==> src/rtl/aes_link_ctrl.sv <==
// Sequences received 128-bit blocks into the AES core and streams ciphertext bytes to the UART.
// Optional side-channel scope trigger enabled by defining SCA_TRIG_EN.
module aes_link_ctrl #(
    parameter int unsigned TIMEOUT_CYC = 1024,
    parameter int unsigned CNT_W       = 11
) (
    input  logic         clk,
    input  logic         reset,
    input  logic         blk_valid,
    input  logic [127:0] blk_data,
    input  logic         key_reload,
    output logic [127:0] aes_key,
    output logic [127:0] aes_pt,
    output logic         aes_start,
    input  logic         aes_done,
    input  logic [127:0] aes_ct,
    output logic [7:0]   tx_byte,
    output logic         tx_start,
    input  logic         tx_busy,
    output logic         busy,
    output logic         key_loaded,
    output logic         err_overrun,
    output logic         err_timeout,
    output logic         trig
);
    localparam int unsigned BLK_W  = 128;
    localparam int unsigned BCNT_W = 4;
    localparam logic [CNT_W-1:0]  TO_LAST   = CNT_W'(TIMEOUT_CYC - 1);
    localparam logic [BCNT_W-1:0] BYTE_LAST = BCNT_W'(15);

    typedef enum logic [2:0] {
        S_KEY_WAIT, S_IDLE, S_START, S_WAIT, S_SEND, S_HOLD, S_TXW
    } state_e;

    state_e             state_q, state_d;
    logic [BLK_W-1:0]   key_q, key_d, pt_q, pt_d, ct_q, ct_d;
    logic [7:0]         tx_byte_q, tx_byte_d;
    logic [BCNT_W-1:0]  bcnt_q, bcnt_d;
    logic [CNT_W-1:0]   tcnt_q, tcnt_d;
    logic               aes_start_q, aes_start_d, tx_start_q, tx_start_d;
    logic               busy_q, busy_d, key_loaded_q, key_loaded_d;
    logic               err_ovr_q, err_ovr_d, err_to_q, err_to_d;
    logic               pend_q, pend_d;
    logic               in_op, op_done;
`ifdef SCA_TRIG_EN
    logic               trig_q, trig_d;
`endif

    // Next-state and registered-output logic
    always_comb begin
        state_d      = state_q;
        key_d        = key_q;
        pt_d         = pt_q;
        ct_d         = ct_q;
        tx_byte_d    = tx_byte_q;
        bcnt_d       = bcnt_q;
        tcnt_d       = tcnt_q;
        aes_start_d  = 1'b0;
        tx_start_d   = 1'b0;
        key_loaded_d = key_loaded_q;
        err_ovr_d    = err_ovr_q;
        err_to_d     = err_to_q;
        pend_d       = pend_q;
        op_done      = 1'b0;
`ifdef SCA_TRIG_EN
        trig_d       = trig_q;
`endif
        in_op = (state_q != S_KEY_WAIT) && (state_q != S_IDLE);
        if (blk_valid && in_op)  err_ovr_d = 1'b1;
        if (key_reload && in_op) pend_d    = 1'b1;

        case (state_q)
            S_KEY_WAIT: begin
                if (blk_valid) begin
                    key_d        = blk_data;
                    key_loaded_d = 1'b1;
                    state_d      = S_IDLE;
                end
            end
            S_IDLE: begin
                // A reload arriving with a block turns that block into the new key
                if (blk_valid && key_reload) begin
                    key_d  = blk_data;
                    pend_d = 1'b0;
                end else if (key_reload) begin
                    key_loaded_d = 1'b0;
                    pend_d       = 1'b0;
                    state_d      = S_KEY_WAIT;
                end else if (blk_valid) begin
                    pt_d    = blk_data;
                    state_d = S_START;
                end
            end
            S_START: begin
                aes_start_d = 1'b1;
                tcnt_d      = '0;
                state_d     = S_WAIT;
`ifdef SCA_TRIG_EN
                trig_d      = 1'b1;
`endif
            end
            S_WAIT: begin
                tcnt_d = tcnt_q + CNT_W'(1);
                if (aes_done) begin
                    ct_d    = aes_ct;
                    bcnt_d  = '0;
                    state_d = S_SEND;
`ifdef SCA_TRIG_EN
                    trig_d  = 1'b0;
`endif
                end else if (tcnt_q == TO_LAST) begin
                    err_to_d = 1'b1;
                    op_done  = 1'b1;
`ifdef SCA_TRIG_EN
                    trig_d   = 1'b0;
`endif
                end
            end
            S_SEND: begin
                tx_byte_d  = ct_q[{~bcnt_q, 3'b000} +: 8];
                tx_start_d = 1'b1;
                state_d    = S_HOLD;
            end
            S_HOLD: state_d = S_TXW;
            S_TXW: begin
                if (!tx_busy) begin
                    if (bcnt_q == BYTE_LAST) begin
                        op_done = 1'b1;
                    end else begin
                        bcnt_d  = bcnt_q + BCNT_W'(1);
                        state_d = S_SEND;
                    end
                end
            end
            default: state_d = S_KEY_WAIT;
        endcase

        // Finishing an operation honours any reload requested while busy
        if (op_done) begin
            if (pend_d) begin
                state_d      = S_KEY_WAIT;
                key_loaded_d = 1'b0;
                pend_d       = 1'b0;
            end else begin
                state_d = S_IDLE;
            end
        end
        busy_d = (state_d != S_KEY_WAIT) && (state_d != S_IDLE);
    end

    always_ff @(posedge clk) begin
        if (!reset) begin
            state_q      <= S_KEY_WAIT;
            key_q        <= '0;
            pt_q         <= '0;
            ct_q         <= '0;
            tx_byte_q    <= '0;
            bcnt_q       <= '0;
            tcnt_q       <= '0;
            aes_start_q  <= 1'b0;
            tx_start_q   <= 1'b0;
            busy_q       <= 1'b0;
            key_loaded_q <= 1'b0;
            err_ovr_q    <= 1'b0;
            err_to_q     <= 1'b0;
            pend_q       <= 1'b0;
`ifdef SCA_TRIG_EN
            trig_q       <= 1'b0;
`endif
        end else begin
            state_q      <= state_d;
            key_q        <= key_d;
            pt_q         <= pt_d;
            ct_q         <= ct_d;
            tx_byte_q    <= tx_byte_d;
            bcnt_q       <= bcnt_d;
            tcnt_q       <= tcnt_d;
            aes_start_q  <= aes_start_d;
            tx_start_q   <= tx_start_d;
            busy_q       <= busy_d;
            key_loaded_q <= key_loaded_d;
            err_ovr_q    <= err_ovr_d;
            err_to_q     <= err_to_d;
            pend_q       <= pend_d;
`ifdef SCA_TRIG_EN
            trig_q       <= trig_d;
`endif
        end
    end

    assign aes_key     = key_q;
    assign aes_pt      = pt_q;
    assign aes_start   = aes_start_q;
    assign tx_byte     = tx_byte_q;
    assign tx_start    = tx_start_q;
    assign busy        = busy_q;
    assign key_loaded  = key_loaded_q;
    assign err_overrun = err_ovr_q;
    assign err_timeout = err_to_q;
`ifdef SCA_TRIG_EN
    assign trig        = trig_q;
`else
    assign trig        = 1'b0;
`endif

endmodule

==> config.mk <==
export PLATFORM = sky130hd
export DESIGN_NAME = aes_link_ctrl
export DESIGN_NICKNAME = d
export VERILOG_FILES = /design/src/rtl/aes_link_ctrl.sv
export SDC_FILE = /design/constraint.sdc
export NUM_CORES = 1
export LEC_CHECK = 0
export ABC_AREA = 1
export CORE_ASPECT_RATIO = 0.5
export CORE_MARGIN = 5
export CORE_UTILIZATION = 40
export DETAILED_ROUTE_END_ITERATION = 12
export HOLD_SLACK_MARGIN = 0.05
export PLACE_DENSITY_LB_ADDON = 0.3
export SYNTH_ARGS = -nofsm -noshare
export SYNTH_HDL_FRONTEND = slang
export SYNTH_SLANG_ARGS = --single-unit
export TNS_END_PERCENT = 30
==> constraint.sdc <==
create_clock -name clk -period 2.9 [get_ports clk]
set_input_delay 0.58 -clock clk [delete_from_list [all_inputs] [get_ports clk]]
set_output_delay 0.58 -clock clk [all_outputs]
set_load 0.05 [all_outputs]
# Word-level counts from Yosys, hierarchy flattened
# Cells that the tools add are included.
dict set report word_totals {
  register_bits 417
  out_inout_bits 271
}
dict set report classes {
  n_eq_ne 15
  mux 35
  shifts 1
  n_addsub 2
  reduce_logical 17
  n_bitwise 5
}
# operator count
set ops {}
lappend ops {{$mux W128} 2}
lappend ops {{$pmux W128 S2} 1}
lappend ops {{$shiftx A128 B8 Y8} 1}
lappend ops {{$mux W3} 8}
lappend ops {{$pmux W11 S2} 1}
lappend ops {{$pmux W3 S7} 1}
lappend ops {{$mux W1} 16}
lappend ops {{$mux W4} 3}
lappend ops {{$add A11 B1 Y11 const B} 1}
lappend ops {{$eq A11 B10 Y1 const B} 1}
lappend ops {{$ne A2 B2 Y1 const B} 5}
lappend ops {{$eq A3 B3 Y1 const B} 3}
lappend ops {{$pmux W4 S2} 1}
lappend ops {{$reduce_and A4 Y1} 2}
lappend ops {{$eq A3 B2 Y1 const B} 2}
lappend ops {{$ne A3 B1 Y1 const B} 2}
lappend ops {{$reduce_and A3 Y1} 2}
lappend ops {{$reduce_bool A2 Y1} 3}
lappend ops {{$reduce_bool A3 Y1} 2}
lappend ops {{$logic_and A1 B1 Y1} 5}
lappend ops {{$add A4 B1 Y4 const B} 1}
lappend ops {{$eq A4 B4 Y1 const B} 1}
lappend ops {{$not A1 Y1} 4}
lappend ops {{$not A4 Y4} 1}
lappend ops {{5 further kinds} 6}

# Depth between registers and ports, before layout
# Gate-level depths: netlist of run 1.
dict set report depth {
  ltp_word 11
  depth_mapped 10
}

# Worst setup path after synthesis of run 1
# OpenSTA, ideal clock, no wires.
dict set report synth_timing {
  kind {input-to-reg}
  start {in blk_valid}
  end {reg pt_q[100] (netlist: aes_pt[100])}
  path_stages 7
  arrival_time_ns 1.464
  n_path_buf 2
  path_slack_ns 1.316
  cell_sequence {inv_2 -> nor2_1 -> nand3_2 -> inv_2 -> buf_2 -> buf_2 -> a21oi_1}
}
dict set report synth_between {
  elab_chain_cells 3
}
# item line
set synth_rtl {}
lappend synth_rtl {{start, declared} 9} ;# input logic blk_valid,
lappend synth_rtl {{$logic_and A1 B1 Y1} 82} ;# if (blk_valid && key_reload) begin
lappend synth_rtl {{$not A1 Y1 (no source line)} n/a}
lappend synth_rtl {{$reduce_and A4 Y1 (no source line) *} n/a}
lappend synth_rtl {{end signal, assigned} 173} ;# pt_q <= pt_d;
lappend synth_rtl {{end, declared} 36} ;# logic [BLK_W-1:0] key_q, key_d, pt_q, pt_d, ct_q, ct_d;
# Mark *: on every way between the ends. The rest lies on a longest branch, timed or not.
# A chain may end at the register's enable or synchronous reset.

# Final worst setup path of run 1
dict set report layout_timing {
  start {reg pt_q[38] (netlist: aes_pt[38])}
  end {out aes_pt[38]}
}
# item line
set layout_rtl {}
lappend layout_rtl {{end, declared} 13} ;# output logic [127:0] aes_pt,
# No word-level cell between the ends.

==> flow_summary.yaml, run 1 <==
global_route:
  grt_pass1_vias: 14300
  grt_max_degree: 124
  use_met1_pct: 27.5
  overflow: 0
  globalRouteMet3Util_pct: 4.60
  grt_pass1_wl_um: 80600
  track_usage_pct: 22.7
  grt_util_met2_pct: 40.4
  grt_antenna_before_repair: 3
  grt-busiest-layer: "met2"
timing:
  hold_violations: 0
  max_slew_margin_pct: 50.2
  rsz0062_at_grt: "false"
  slew_violations: 0
  fin_crit_sh_pct: 82.5
  fmax_ghz: 0.418
  finalCriticalPeriod_ns: 2.39
  setup_viol: 0
  finClkSkew_ns: 0.0212
  worstMarginPinSlew_ns: 0.746
  tns_ns: 0
clock_tree:
  clock_sinks: 417
  hold_buffers: 0
  cts_setup_buffers: 0
  clkLatencyLatePin_ns: 0.53
  cts_resized: 0
  cts_buffer_depth: 3
  cts_buffers: 38
  cts-root-buf: "clkbuf_16"
  clk_pin_slew_ns: 0.07
  cts_tree: "built"
  htree_levels: 2
floorplan:
  rows: 51
  die_y_um: 151
  start_util_pct: 40.8
  die_w_um: 293
  die_area_um2: 44300
  core_area_um2: 39200
  io_pins: 533
power:
  pwr-share-comb_pct: 19.7
  p_per_area_nw_per_um2: 610
  pwr-share-clk_pct: 35.9
  peakVddDrop_v: 0.000350
  p_leak_uw: 0.00893
  swShare_pct: 29.7
  power.switching_uw: 4130
  finalPower_uw: 13900
  internal-power_uw: 9780
  p_seq_share_pct: 44.4
routing:
  routedWlPerCell_um: 17.4
  ant_nets: 0
  first_pass_iters: 5
  routed_wl_um: 53600
  drt_iter0_drc: 853
  vias_per_cell: 4.95
  drcViolationCount: 0
  num_vias: 15200
synth:
  synth_area_um2: 16000
  synth_top_family_by_area: "compound AO/OA/AOI/OAI gates"
  synth-xor-area-share_pct: 0.110
  synth.largest_area_cell: "dfxtp_1"
  yosys_warnings: 0
  synth-seq-cells: 417
  synth_top_area_share_pct: 52.3
  synth_area_leaders: "dfxtp_1 (52%), o21ai_0 (12%), a21oi_1 (9.9%), inv_1 (5.8%), nand2_1 (4.2%)"
  synthSimpleGateAreaFrac_pct: 14.1
  synthCells: 2083
  synthMuxAreaShare_pct: 0
  synth-adder-area-share_pct: 0.157
  synth_cell_type_count: 31
  syn_avg_cell_area_um2: 7.67
  syn-num-nets: 2347
  synth-compound-area-share_pct: 22.8
  yosysSeqAreaShare_pct: 52.3
worst_setup_path:
  cpLargestDelayFamily: "buffers and inverters"
  reg2reg_setup_slack_ns: 0.73
  critPathArrivalTime_ns: 1.81
  cp_max_fo: 2
  path_cells: "clkdlybuf4s50_1"
  path_buf_inv: 1
  worst-setup-path-type: "reg -> out"
  start_kind: "flop"
  cp_slowest_cell: "clkdlybuf4s50_1"
  critical_path_required_ns: 2.32
  end_kind: "output port"
  slowest_delay_ns: 0.86
placement:
  port_buffers: 531
  routabilityCongestion: 0.855
  dp_hpwl_um: 37900
run_status:
  run_status: "complete, no violations"
finish:
  fillers: 3558
  area_delta_synth_final_pct: 42.7
  drive_gt1_share_pct: 4.00
  regArea_um2: 8350
  multiInputGateArea_um2: 5940
  nNetsFinal: 2786
flow_run:
  maxCapViolCount: 0
hold_path:
  hold_class: "reg -> reg"
[sequential cells by signal (all words and copies together) (netlist names)]
| signal | count |
|---|---|
| busy | 1 |
| tx_byte | 8 |
| err_timeout | 1 |
| ct_q | 128 |
| bcnt_q | 4 |
| key_loaded | 1 |
| state_q | 3 |
| aes_start | 1 |
| pend_q | 1 |
| tx_start | 1 |
| aes_pt | 128 |
| tcnt_q | 11 |
| aes_key | 128 |
| err_overrun | 1 |
[worst register-to-register path, delay by kind of cell, from the launching register on]
kind / cells / cell delay, ns
compound gates: 2 / 0.25
buf+inv: 3 / 1.03
flops: 1 / 0.53
simple gates: 2 / 0.28
[path summary, 6_finish.rpt]
check,from,endpoint,depth (start not counted)
worst min-delay path,ct_q[86],ct_q[86],2
worst max-delay path,aes_pt[38],aes_pt[38],1
worst max register to register,state_q[2],ct_q[34],7
worst min register to register,ct_q[86],ct_q[86],2
[layer usage]
layer | routed length, um | up-vias
met3 | 2980 | 102
met5 | 13 | -
li1 | - | 7712
met2 | 27400 | 418
met1 | 21400 | 7013
met4 | 1810 | 2
[metrics by stage]
step	utilization, %	std cells	hold WS [ns]	setup slack (ns)	cell area (um^2)
2_1_floorplan	-	2083	0.429	1.32	16000
3_3_place_gp	55.1	3012	0.439	0.537	21600
6_report	58.2	3082	0.451	0.507	22800
3_5_place_dp	55.1	3012	0.441	0.442	21600
5_1_grt	58.2	3081	0.466	0.455	22800
4_1_cts	58.2	3079	0.451	0.466	22800
[synthesized netlist by cell type, drive strengths merged]
master and number:
inv 251, clkbuf 82, buf 78, a211oi 1, nor3 45, clkinv 1
nor2 170, ha 2, o221ai 2, nand2 178, a21oi 317, nand4 4
o21bai 1, o21ai 396, dfxtp 417, xor2 1, conb 1, nand3 132
a31oi 1, xnor2 1, a221oi 2
[logic make-up after synthesis]
logic type               Yosys count
buffers and inverters            412
XOR/XNOR                           2
adder cells (fa/ha/maj)            2
flip-flops                       417
other                              1
AND/OR/NAND/NOR                  529
AO/OA/AOI/OAI                    720
[power groups by stage]
stage	Combinational [uW]	Sequential (uW)	Clock, uW
2_1_floorplan	651	7240	0
3_3_place_gp	2740	6290	0
3_5_place_dp	2760	6300	0
4_1_cts	2770	6170	5100
5_1_grt	2910	6210	5360
6_report	2750	6180	4990
[final cells by class]
| type | instances | area share (%) |
|---|---|---|
| repair buffers | 559 | 24.9 |
| well taps | 530 | 2.91 |
| clock buffers | 57 | 5.06 |
| inverters | 252 | 4.19 |
| multi-input cells | 1254 | 26.0 |
| flip-flops and latches | 417 | 36.6 |
| diodes | 3 | 0.0329 |
| clock inverters | 10 | 0.264 |
[placed cells by master, fill, tap and decap left out, types with 2 or more instances in the layout]
cell type,netlist,layout
a21oi_1,317,317
nand3_1,130,130
diode_2,0,3
clkbuf_1,82,7
clkbuf_8,0,12
ha_1,2,2
buf_12,0,11
clkbuf_16,0,39
o21ai_0,385,385
dfxtp_1,417,416
buf_4,17,17
clkdlybuf4s50_1,0,530
nor2_1,167,167
nand4_1,4,4
inv_6,0,3
nand3_2,2,2
clkinv_2,0,7
a221oi_1,2,2
o21ai_1,10,10
inv_2,5,4
inv_1,246,245
o221ai_1,2,2
nand2_1,178,178
nor3_1,45,45
Note: power is estimated with default switching activity, not from simulation.
==> inputs of run 2 (changes only) <==
Clock period 2.9 ns to 2 ns, I/O delays scaled along.
==> flow_summary.yaml, run 2 (synthesis results as in run 1) <==
worst_setup_path:
  cp_max_fo: 2
  path_cells: "dlygate4sd2_1"
  cpLargestDelayFamily: "buffers and inverters"
  path_buf_inv: 1
  r2r_start: "state_q[1]"
  slowest_delay_ns: 0.55
  reg2reg_depth: 7
  critical_path_required_ns: 1.60
  start_kind: "flop"
  end_kind: "output port"
  reg2reg_setup_slack_ns: 0.24
  cp_slowest_cell: "dlygate4sd2_1"
  crit-reg2reg-capture: "aes_key[124]"
  worst-setup-path-type: "reg -> out"
  critPathArrivalTime_ns: 1.46
floorplan:
  die_w_um: 293
  die_y_um: 151
  start_util_pct: 40.8
  die_area_um2: 44300
  io_pins: 533
  core_area_um2: 39200
  rows: 51
placement:
  place_area_um2: 21900
  port_buffers: 531
  routabilityCongestion: 0.861
  dp_hpwl_um: 38700
timing:
  fmax_ghz: 0.536
  fin_crit_sh_pct: 93.2
  max_slew_margin_pct: 52.7
  holdWs_ns: 0.300
  finClkSkew_ns: 0.0259
  slew_violations: 0
  worstMarginPinSlew_ns: 0.709
  finalCriticalPeriod_ns: 1.86
  setup_viol: 0
  rsz0062_at_grt: "false"
  hold_violations: 0
routing:
  routedWlPerCell_um: 17.2
  drt_iter0_drc: 897
  num_vias: 15400
  drcViolationCount: 0
  first_pass_iters: 5
  vias_per_cell: 4.91
  routed_wl_um: 54000
  ant_nets: 0
global_route:
  overflow: 0
  grt_max_degree: 115
  track_usage_pct: 22.9
  grt_pass1_vias: 14700
  grt_antenna_before_repair: 3
  grt_pass1_wl_um: 81900
clock_tree:
  cts_tree: "built"
  cts_buffer_depth: 3
  clk_pin_slew_ns: 0.07
  cts_setup_buffers: 0
  htree_levels: 2
  clkLatencyLatePin_ns: 0.54
  cts-root-buf: "clkbuf_16"
  cts_buffers: 40
  clock_sinks: 417
finish:
  design_area_um2: 23100
  final_cell_mix: "dfxtp_1 (416), o21ai_0 (385), a21oi_1 (317)"
  fillers: 3632
  area_delta_synth_final_pct: 44.7
  nNetsFinal: 2841
  final_core_util_pct: 59.0
  layout_commonest_cell: "dfxtp_1"
  drive_gt1_share_pct: 9.13
hold_path:
  hold_class: "in -> reg"
  min_from: "reset"
  hold_end: "ct_q[103]"
  holdPathStages: 3
power:
  p_per_area_nw_per_um2: 917
  p_leak_uw: 0.0103
  finalPower_uw: 21200
  peakVddDrop_v: 0.000475
run_status:
  run_status: "complete, no violations"
flow_run:
  maxCapViolCount: 0
-- run 2: repair_timing --
action / 4_1_cts / 5_1_grt
hold buffers: 0 / 0
endpoints found under the setup margin: 195 / 0
gates resized for setup: 195 / 0
-- run 2: final cells by class --
type / instances / area [um^2] / share of cell area [%]
diodes: 3 / 7.51 / 0.0325
inverters: 252 / 956 / 4.14
clock inverters: 15 / 255 / 1.10
clock buffers: 56 / 1200 / 5.20
repair buffers: 612 / 5750 / 24.9
flip-flops and latches: 417 / 8350 / 36.1
multi-input cells: 1254 / 5940 / 25.7
well taps: 530 / 663 / 2.87
-- run 2: layer usage --
| metal | part of all wire [%] | GRT usage (%) | up-vias |
|---|---|---|---|
| met2 | 51 | 41.1 | 390 |
| met4 | 3.0 | 7.35 | 0 |
| li1 | - | - | 7821 |
| met1 | 40 | 27.8 | 7108 |
| met5 | 0 | 0 | - |
| met3 | 5.3 | 4.66 | 96 |
-- run 2: worst max path at each step --
| stage | from | end | slack (ns) | depth (start not counted) |
|---|---|---|---|---|
| finish | tx_byte[2] | tx_byte[2] | 0.14 | 1 |
| global route | tx_byte[6] | tx_byte[6] | 0.08 | 1 |
| CTS | tx_byte[2] | tx_byte[2] | 0.09 | 1 |
| detailed placement | key_reload | busy | -0.08 | 7 |
| global placement | key_reload | busy | -0.07 | 7 |
| floorplan | blk_valid | aes_pt[100] | 0.60 | 7 |
-- run 2: worst reg2reg max path: stages, from the launching register on --
cell and delay, ns:
dfxtp_1 0.37, buf_4 0.18, nor2_4 0.16, o21ai_4 0.11
buf_4 0.23, buf_4 0.21, nor3_1 0.30, nor2_1 0.09
-- run 2: through the flow --
step           std cells  setup WS, ns  TNS (ns)
2_1_floorplan       2083         0.596         0
3_3_place_gp        3065       -0.0742    -0.126
3_5_place_dp        3065       -0.0821    -0.366
4_1_cts             3136        0.0904         0
5_1_grt             3139        0.0777         0
6_report            3139         0.136         0
-- run 2: power by group --
part           switching (uW)  internal (uW)
clock network            3310           5100
logic                    2580           1290
registers                 197           8740
==> inputs of run 3 (changes only) <==
Settings changed: ABC_AREA 1 to unset, CTS_BUF_LIST set to sky130_fd_sc_hd__clkbuf_16, SLEW_MARGIN set to 0.
==> flow_summary.yaml, run 3 <==
run_status:
  run_status: "complete, no violations"
finish:
  multiInputGateArea_um2: 6640
  regArea_um2: 8350
  fin_cells: 2961
  final_cell_mix: "nand2_1 (784), dfxtp_1 (415), a21oi_1 (401)"
  final_core_util_pct: 58.5
  nNetsFinal: 2667
  fillers: 3598
  layout_commonest_cell: "nand2_1"
  drive_gt1_share_pct: 9.80
  area_delta_synth_final_pct: 45.1
placement:
  dp_hpwl_um: 37800
  routabilityCongestion: 0.874
  port_buffers: 531
  dp.cells: 2892
  preCtsSetupSlack_ns: 0.0241
worst_setup_path:
  path_cells: "dlygate4sd2_1"
  crit-reg2reg-capture: "tx_byte[2]"
  cp_max_fo: 2
  start_kind: "flop"
  reg2reg_depth: 5
  slowest_delay_ns: 0.56
  reg2reg_setup_slack_ns: 0.19
  worst-setup-path-type: "reg -> out"
  cpLargestDelayFamily: "buffers and inverters"
  path_buf_inv: 1
  critical_path_required_ns: 1.60
  path_depth: 1
  r2r_start: "bcnt_q[1]"
  end_kind: "output port"
  cp_slowest_cell: "dlygate4sd2_1"
  critPathArrivalTime_ns: 1.51
hold_path:
  holdPathStages: 3
  hold_end: "ct_q[65]"
  hold_class: "in -> reg"
  min_from: "aes_ct[65]"
global_route:
  grt_pass1_wl_um: 77600
  grt_pass1_vias: 13700
  grt_antenna_before_repair: 3
  grt_max_degree: 61
  track_usage_pct: 22.6
  overflow: 0
routing:
  ant_nets: 0
  drcViolationCount: 0
  routed_wl_um: 51700
  num_vias: 14600
  vias_per_cell: 4.91
  routedWlPerCell_um: 17.4
  drt_iter0_drc: 826
  first_pass_iters: 5
synth:
  yosys_warnings: 0
  synth_cell_type_count: 52
  synth_edf_count: 0
  syn-num-nets: 2178
  synthMostInstantiatedCell: "nand2_1"
  synthCells: 1914
  yosysSeqAreaShare_pct: 53.5
  synth-async-reset-ratio_pct: 0
  synth_area_um2: 15600
  synthFlopType: "dfxtp_1"
  synth_area_leaders: "dfxtp_1 (54%), nand2_1 (19%), a21oi_1 (13%), mux4_2 (3.3%), clkbuf_1 (2.4%)"
  synth_top_area_share_pct: 53.5
  synthTopCellsByCount: "nand2_1 (784), dfxtp_1 (417), a21oi_1 (401)"
  syn_avg_cell_area_um2: 8.15
  synth-seq-cells: 417
  synth.largest_area_cell: "dfxtp_1"
timing:
  slew_violations: 0
  finalCriticalPeriod_ns: 1.91
  tns_ns: 0
  fin_crit_sh_pct: 95.3
  rsz0062_at_grt: "false"
  finClkSkew_ns: 0.0230
  hold_violations: 0
  fmax_ghz: 0.525
  layout_setup_ws_ns: 0.0935
  max_slew_margin_pct: 56.4
  setup_viol: 0
  worstMarginPinSlew_ns: 0.654
clock_tree:
  clock_sinks: 417
  cts_tree: "built"
  cts-root-buf: "clkbuf_16"
  clkLatencyLatePin_ns: 0.55
  cts_buffers: 39
  clk_pin_slew_ns: 0.07
  hold_buffers: 0
  htree_levels: 2
  cts_buffer_depth: 3
floorplan:
  core_area_um2: 38700
  rows: 51
  io_pins: 533
  start_util_pct: 40.3
  die_w_um: 289
  die_area_um2: 43300
  die_y_um: 150
power:
  p_per_area_nw_per_um2: 815
  peakVddDrop_v: 0.000581
  finalPower_uw: 18500
  p_leak_uw: 0.00902
flow_run:
  maxCapViolCount: 0
==> run 3: cell types whose count changed after synthesis, sizes merged, moves of 8 or more <==
| cell | previous run | this run |
|---|---|---|
| nand2 | 178 | 784 |
| o21ai | 396 | 15 |
| inv | 251 | 4 |
| nor2 | 170 | 14 |
| nand3 | 132 | 13 |
| a21oi | 317 | 401 |
| nor3 | 45 | 4 |
| mux4 | 0 | 32 |
| buf | 78 | 49 |
| clkbuf | 82 | 100 |
| mux2i | 0 | 10 |
| a22oi | 0 | 9 |
| mux2 | 0 | 8 |
==> run 3: final cells by class <==
cell class / instances / share of cell area [%]
sequential: 417 / 36.9
multi-input combinational: 1344 / 29.3
timing repair buffer: 597 / 25.7
clock buffer: 39 / 4.31
tap: 530 / 2.93
clock inverter: 27 / 0.702
inverter: 4 / 0.0995
antenna: 3 / 0.0332
==> run 3: logic make-up (layout without fill, tap and decap cells) <==
group | after synthesis | after routing | share of synthesized area (%)
multiplexers | 50 | 50 | 6.06
adder cells (fa/ha/maj) | 2 | 2 | 0.160
AND/OR/NAND/NOR | 848 | 848 | 21.3
AO/OA/AOI/OAI | 442 | 442 | 14.7
flip-flops | 417 | 417 | 53.5
other | 1 | 4 | 0.0240
buffers and inverters | 153 | 667 | 4.24
XOR/XNOR | 1 | 1 | 0.0562
==> run 3: worst max path at each step <==
stage / from / to
2_1_floorplan: bcnt_q[1] / tx_byte[5]
3_3_place_gp: reset / tx_byte[0]
3_5_place_dp: key_reload / aes_key[32]
4_1_cts: aes_pt[83] / aes_pt[83]
5_1_grt: bcnt_q[0] / bcnt_q[1]
6_report: aes_pt[83] / aes_pt[83]
==> run 3: layer usage <==
| layer | track usage [%] | vias to the layer above | wire (um) |
|---|---|---|---|
| met5 | 0 | - | 0 |
| li1 | - | 7299 | - |
| met2 | 38.8 | 361 | 25800 |
| met1 | 28.3 | 6777 | 21300 |
| met4 | 8.94 | 0 | 2100 |
| met3 | 4.16 | 115 | 2440 |
==> run 3: timing repair <==
item | in CTS | in global routing
setup endpoints to repair | 193 | 0
setup buffers | 0 | 0
gates resized for setup | 193 | 0
==> run 3: metrics by stage <==
step | instance area, um^2 | hold slack, ns
2_1_floorplan | 15600 | 0.432
3_3_place_gp | 21700 | 0.437
3_5_place_dp | 21700 | 0.443
4_1_cts | 22600 | 0.384
5_1_grt | 22600 | 0.403
6_report | 22600 | 0.406
==> run 3: power breakdown <==
group          switching [uW]  total [uW]  internal (uW)
registers                 137        8710           8570
logic                    1780        2860           1080
clock network            3210        6890           3680
total                    5120       18500          13300
